## src/rtl/muldiv_pkg.sv

```systemverilog
// muldiv_pkg: shared types and encodings for the multiply/divide sequencer and HI/LO muxes
package muldiv_pkg;
  typedef enum logic [2:0] {
    S_IDLE,
    S_MULT_RUN,
    S_DIV_RUN,
    S_COMMIT,
    S_DZERO,
    S_TMO
  } state_e;
  localparam logic OP_MULT       = 1'b0;
  localparam logic OP_DIV        = 1'b1;
  localparam logic HILO_SRC_MULT = 1'b0;
  localparam logic HILO_SRC_DIV  = 1'b1;
endpackage

```

## src/rtl/muldiv_seq.sv

```systemverilog
// muldiv_seq: sequences one MULT/DIV at a time over the shared units and commits HI/LO
// Ports: clk, reset (async active-low); op_valid/op_sel/op_ready request handshake; abort;
//   mult_init/mult_stop, div_init/div_stop/div_zero unit handshake; high_load/low_load and
//   mux_high_sel/mux_low_sel HI/LO control; busy, done, div_zero_exc, timeout_err status.
module muldiv_seq
  import muldiv_pkg::*;
#(
  parameter int TIMEOUT_CYCLES = 40
) (
  input  logic clk,
  input  logic reset,
  input  logic op_valid,
  input  logic op_sel,
  output logic op_ready,
  input  logic abort,
  output logic mult_init,
  input  logic mult_stop,
  output logic div_init,
  input  logic div_stop,
  input  logic div_zero,
  output logic high_load,
  output logic low_load,
  output logic mux_high_sel,
  output logic mux_low_sel,
  output logic busy,
  output logic done,
  output logic div_zero_exc,
  output logic timeout_err
);
  localparam int CW = $clog2(TIMEOUT_CYCLES + 1);
  localparam logic [CW-1:0] CNT_LAST = CW'(TIMEOUT_CYCLES - 1);
  localparam logic [CW-1:0] CNT_MAX  = CW'(TIMEOUT_CYCLES);
  state_e state_q, state_d;
  logic op_q, op_d;
  logic [CW-1:0] cnt_q, cnt_d;
  logic stop;
  // only the active unit's stop flag counts
  assign stop = (state_q == S_DIV_RUN) ? div_stop : mult_stop;
  always_comb begin
    state_d = state_q;
    op_d    = op_q;
    cnt_d   = cnt_q;
    case (state_q)
      S_IDLE: begin
        if (op_valid) begin
          op_d    = op_sel;
          cnt_d   = '0;
          state_d = (op_sel == OP_DIV) ? S_DIV_RUN : S_MULT_RUN;
        end
      end
      S_MULT_RUN, S_DIV_RUN: begin
        cnt_d = (cnt_q == CNT_MAX) ? cnt_q : cnt_q + CW'(1);
        // stop is only trusted once the init pulse has gone out (cnt >= 1)
        if (abort)
          state_d = S_IDLE;
        else if (state_q == S_DIV_RUN && div_zero)
          state_d = S_DZERO;
        else if (stop && cnt_q != '0)
          state_d = S_COMMIT;
        else if (cnt_q == CNT_LAST)
          state_d = S_TMO;
      end
      default: state_d = S_IDLE;
    endcase
  end
  always_ff @(posedge clk or negedge reset) begin
    if (!reset) begin
      state_q <= S_IDLE;
      op_q    <= OP_MULT;
      cnt_q   <= '0;
    end else begin
      state_q <= state_d;
      op_q    <= op_d;
      cnt_q   <= cnt_d;
    end
  end
  assign op_ready     = state_q == S_IDLE;
  assign busy         = state_q != S_IDLE;
  assign mult_init    = state_q == S_MULT_RUN && cnt_q == '0;
  assign div_init     = state_q == S_DIV_RUN && cnt_q == '0;
  assign high_load    = state_q == S_COMMIT;
  assign low_load     = state_q == S_COMMIT;
  assign done         = state_q == S_COMMIT;
  assign div_zero_exc = state_q == S_DZERO;
  assign timeout_err  = state_q == S_TMO;
  // selects follow the latched op in every state so they are settled around the load
  assign mux_high_sel = (op_q == OP_DIV) ? HILO_SRC_DIV : HILO_SRC_MULT;
  assign mux_low_sel  = (op_q == OP_DIV) ? HILO_SRC_DIV : HILO_SRC_MULT;
endmodule

```

## config.mk

```make
export PLATFORM = sky130hd
export DESIGN_NAME = muldiv_seq
export DESIGN_NICKNAME = d
export VERILOG_FILES = /design/src/rtl/muldiv_pkg.sv /design/src/rtl/muldiv_seq.sv
export SDC_FILE = /design/constraint.sdc
export NUM_CORES = 1
export LEC_CHECK = 0
export CORE_MARGIN = 1
export CORE_UTILIZATION = 50
export DETAILED_ROUTE_END_ITERATION = 10
export GPL_TIMING_DRIVEN = 0
export MAX_ROUTING_LAYER = met4
export PLACE_DENSITY = 0.89
export SETUP_SLACK_MARGIN = 0.5
export SYNTH_ARGS = -nofsm -noshare
export SYNTH_HDL_FRONTEND = slang
export SYNTH_SLANG_ARGS = --single-unit
```

## constraint.sdc

```tcl
create_clock -name clk -period 4 [get_ports clk]
set_clock_uncertainty 0.05 [all_clocks]
set_input_delay 0.6 -clock clk [delete_from_list [all_inputs] [get_ports clk]]
set_output_delay 0.6 -clock clk [all_outputs]
set_load 0.01 [all_outputs]
```

# After elaboration in Yosys (flattened, before gate mapping)
# Cells that the tools add are included.
[word_totals] register_bits=10 input_bits=8 output_inout_bits=11
[classes] n_mux=12 n_eq_ne=10 add_sub_neg=1 reduce_logical=13
[op_table] op="$mux W3" n=5
[op_table] op="$eq A6 B6 Y1 const B" n=2
[op_table] op="$mux W6" n=2
[op_table] op="$pmux W6 S2" n=1
[op_table] op="$add A6 B1 Y6 const B" n=1
[op_table] op="$eq A3 B2 Y1 const B" n=2
[op_table] op="$eq A3 B3 Y1 const B" n=2
[op_table] op="$logic_not A6 Y1" n=1
[op_table] op="$pmux W3 S2" n=1
[op_table] op="$reduce_bool A6 Y1" n=1
[op_table] op="$ne A5 B5 Y1 const B" n=1
[op_table] op="$logic_and A1 B1 Y1" n=4
[op_table] op="$ne A2 B2 Y1 const B" n=2
[op_table] op="$reduce_and A2 Y1" n=2
[op_table] op="$eq A3 B1 Y1 const B" n=1
[op_table] op="$logic_not A3 Y1" n=1
[op_table] op="$reduce_and A3 Y1" n=1
[op_table] op="$reduce_bool A3 Y1" n=1
[op_table] op="$mux W1" n=2
[op_table] op="$mux W2" n=1
[op_table] op="$reduce_bool A2 Y1" n=1
[op_table] op="$reduce_or A2 Y1" n=1

# Longest topological paths before layout
[depth] ltp_word=7 ltp_mapped=6 mapped_depth_nobuf=6

# Least setup slack after synthesis
# OpenSTA, ideal clock, no wires.
[synth_path] path_type="reg-to-output" startpoint="register cnt_q[0]" endpoint="output mult_init" path_stages_with_launch=6 arrival_time_ns=1.425 path_buffers=0 required_time_ns=3.350 setup_slack_ns=1.925 path_cell_list="dfrtp_1 -> inv_1 -> ha_1 -> nand2b_1 -> nor4_2 -> nor4bb_1"
[synth_between] elab_chain_len=2
[synth_lines] element="from (decl)" line="muldiv_seq.sv:35" source="logic [CW-1:0] cnt_q, cnt_d;"
[synth_lines] element="from (signal assigned)" line="muldiv_seq.sv:74" source="cnt_q <= cnt_d;"
[synth_lines] element="$logic_not A6 Y1" line="muldiv_seq.sv:79" source="assign mult_init = state_q == S_MULT_RUN && cnt_q == '0;"
[synth_lines] element="$logic_and A1 B1 Y1" line="muldiv_seq.sv:79"
[synth_lines] element="to (decl)" line="muldiv_seq.sv:16" source="output logic mult_init,"
# No other way between the ends.

# Final worst setup path
# Same ends and word-level chain as after synthesis.

==> key figures <==
Logic synthesis
  – Post-Synth Adder-Cell Area: 3.46%
  – Simple-gate area share of the yosys netlist: about 30%
  – Synth top area share: ~35%
  – Seq cells post-synth: 10
  – Compound-cell area share of the yosys netlist: 11.1%
  – Synthesized instance count: slightly below 80
  – Register area share after synthesis: 34.6%
  – Ys Warns: 0
  – Most common cell in the netlist: dfrtp_1
  – Syn avg cell area: about 9 um2
  – Top cells by count, synth: dfrtp_1, nor2_1, nand2_1, nand3_1
  – Top_reg_cell synth: dfrtp_1
  – XOR/XNOR Fraction of Synth Area: 4.84%
  – Post-synth EDFFs: 0
  – Post-Syn Area: about 720 um2
  – Synth top area cells: dfrtp_1, xnor2_1, nor2_1
  – Mux contribution to synthesized area: between 7 and 8%
  – Synthesized Nets: 88
  – Synth cell types: 37
  – Async SR Flop Fraction: between 90% and 100%
  – Largest family of logic cells by synthesized area: simple AND/OR/NAND/NOR gates
  – Cell taking the most area after synthesis: dfrtp_1

Job
  – Max-Cap Viols: 0

Clock network
  – Post-CTS setup repair buffer count: 0
  – TritonCTS clock tree: done
  – Clock tree buffer depth: 2
  – Clk_lat worst skew: ~0.27 ns
  – H-tree Lvls: 1
  – CTS root buffer: clkbuf_4
  – CTS Buf Count: 3
  – Clock sink count: 10
  – Cts-stage hold buffer count: 0
  – Clock-pin slew on the worst setup and hold paths: 0.07 ns
  – Post_cts resized: 0

Timing
  – Tcrit/Tclk final: around three quarters
  – Setup WS post-layout: between 1 and 1.5 ns
  – Final setup vio count: 0
  – Setup TNS: 0 ns
  – Slew margin rel.: approximately two thirds
  – RSZ-0062 raised after global routing: no
  – Fin. Hold Viols: 0
  – Tmin final: 2.97 ns
  – Slew Limit Fails: 0
  – Fmax: around 0.34 GHz
  – Worst Max-Slew Pin Slew: roughly 0.5 ns

Pwr
  – P_leak: about 0.42 nW
  – Max IR drop VDD: slightly below 400 uV
  – PwrDens: roughly 730 nW/um2
  – Overall power: ~700 uW

Global routing
  – Vias in the first global route: 561
  – First-pass GRT wire length: roughly 2300 um
  – Largest net degree at the start of global routing: 11
  – Initial antenna violation count: 0
  – GRT Util Overall: between 20% and 30%
  – Total gr overflow: 0

Drt
  – Wire per inst: roughly 13 um
  – Total Wirelength: 1520 um
  – Iteration-0 DRC count of the detailed router: 11
  – DRC errors left: 0
  – DR top layer: met4
  – Drt pass-1 iters: 4
  – Met3 wire length: ~91 um
  – Met2 wire length: about 760 um
  – Final ANT Viol Nets: 0
  – DR vias: ~650
  – Vias per Instance: between 5 and 6
  – Met1 WL: between 600 and 700 um

Floorplan
  – Row count: 13
  – Initial Utilization: a little over half
  – Die height: approximately 40 um
  – Die area: around 1600 um2
  – Core ar.: approximately 1300 um2
  – Die width: 40.0 um
  – Top-level port count: 19

Placed design
  – GP Congestion: about 0.81
  – Setup WS pre-CTS: between 1 and 1.5 ns
  – Dpl cells: roughly 110
  – IO Port Bufs: 18
  – Hpwl dp: around 1100 um

Setup path
  – Critical Path RT: around 3.4 ns
  – CP max FO: 5
  – Critical R2R Launch: cnt_q[0]$_DFFE_PN0P_
  – R2R setup slack: around 2.1 ns
  – CP startpoint kind: register
  – R2r worst-path depth: 6
  – Reg2reg end: state_q[2]$_DFFE_PN0P_
  – CP Capture Type: output pin
  – Critical path class: register to output pin
  – Critical path arrival: 2.32 ns

Min path
  – Hold Crit Endpoint: op_q$_DFFE_PN0P_
  – Hold path start: op_q$_DFFE_PN0P_
  – Hold Crit Depth: 1
  – Worst hold path type: register to register

Status
  – Status: finished clean

Finish
  – Layout fillers: between 90 and 100
  – Finished Layout Cells: ~120
  – Ant diodes: 0
  – Fraction of layout cells with a size suffix above 1: 19.0%
  – Area Overhead vs Synth: 32.5%
  – Nets: roughly 110
-- worst max-delay path by stage --
stage / slack, ns / from / to / cells past startpoint
floorplan: 1.93 / cnt_q[0]$_DFFE_PN0P_ / mult_init / 5
global placement: 1.41 / cnt_q[0]$_DFFE_PN0P_ / mult_init / 6
detailed placement: 1.33 / cnt_q[0]$_DFFE_PN0P_ / mult_init / 6
CTS: 1.03 / cnt_q[0]$_DFFE_PN0P_ / mult_init / 6
global route: 0.88 / cnt_q[0]$_DFFE_PN0P_ / mult_init / 6
finish: 1.03 / cnt_q[0]$_DFFE_PN0P_ / mult_init / 6
-- cell families (layout without fill, tap and decap cells) --
| kind of cell | Yosys count | in the layout |
|---|---|---|
| AO/OA/AOI/OAI | 9 | 9 |
| multiplexers | 4 | 4 |
| adder cells (fa/ha/maj) | 2 | 2 |
| AND/OR/NAND/NOR | 39 | 39 |
| buffers and inverters | 10 | 32 |
| flip-flops | 10 | 10 |
| XOR/XNOR | 4 | 4 |
-- layer usage --
metal / global-route usage [%] / vias to the layer above
met1: 26.7 / 294
li1: - / 315
met3: 2.78 / 5
met4: 14.7 / 0
met2: 34.7 / 32
met5: - / -
-- power breakdown --
group	switching (mW)	internal, mW	total, mW
combinational	0.216	0.231	0.448
sequential	0.0291	0.134	0.163
clock	0.0367	0.0553	0.0921
total	0.282	0.421	0.703
-- worst max-delay path, cell delays in order (launching register included) --
cell and delay, ns:
dfrtp_1 0.42, inv_1 0.10, ha_1 0.15, nand2b_1 0.08, nor4_2 0.39, nor4bb_1 0.33, clkdlybuf4s50_1 0.57
-- placed cells by master (no fill, tap or decap), types with 2 or more instances in the layout --
cell type / n
nand2_1: 6
clkdlybuf4s50_1: 18
mux2i_1: 2
nand3_1: 5
nor2_1: 8
inv_1: 3
nand2b_1: 3
dfrtp_1: 10
or3_1: 2
nor3_1: 4
ha_1: 2
buf_4: 3
clkbuf_4: 3
buf_2: 2
xnor2_1: 4
-- layout make-up --
type / instances / area (um2) / area share [%]
Clock buffer: 4 / 36.3 / 3.79
Multi-Input combinational cell: 58 / 414 / 43.2
Buffer: 7 / 47.5 / 4.96
Inverter: 3 / 11.3 / 1.17
Timing Repair Buffer: 18 / 180 / 18.8
Tap cell: 15 / 18.8 / 1.96
Sequential cell: 10 / 250 / 26.1
-- stage by stage --
stage | area [um2] | utilization [%] | hold WS (ns)
2_1_floorplan | 723 | - | 0.254
3_3_place_gp | 922 | 70.0 | 0.476
3_5_place_dp | 922 | 70.0 | 0.489
4_1_cts | 958 | 72.7 | 0.502
5_1_grt | 958 | 72.7 | 0.523
6_report | 958 | 72.7 | 0.502
-- registers in the layout, indices dropped and copies added (netlist names) --
signal	flops
state_q	3
op_q	1
cnt_q	6
No activity file was read; power rests on OpenSTA's default activity.
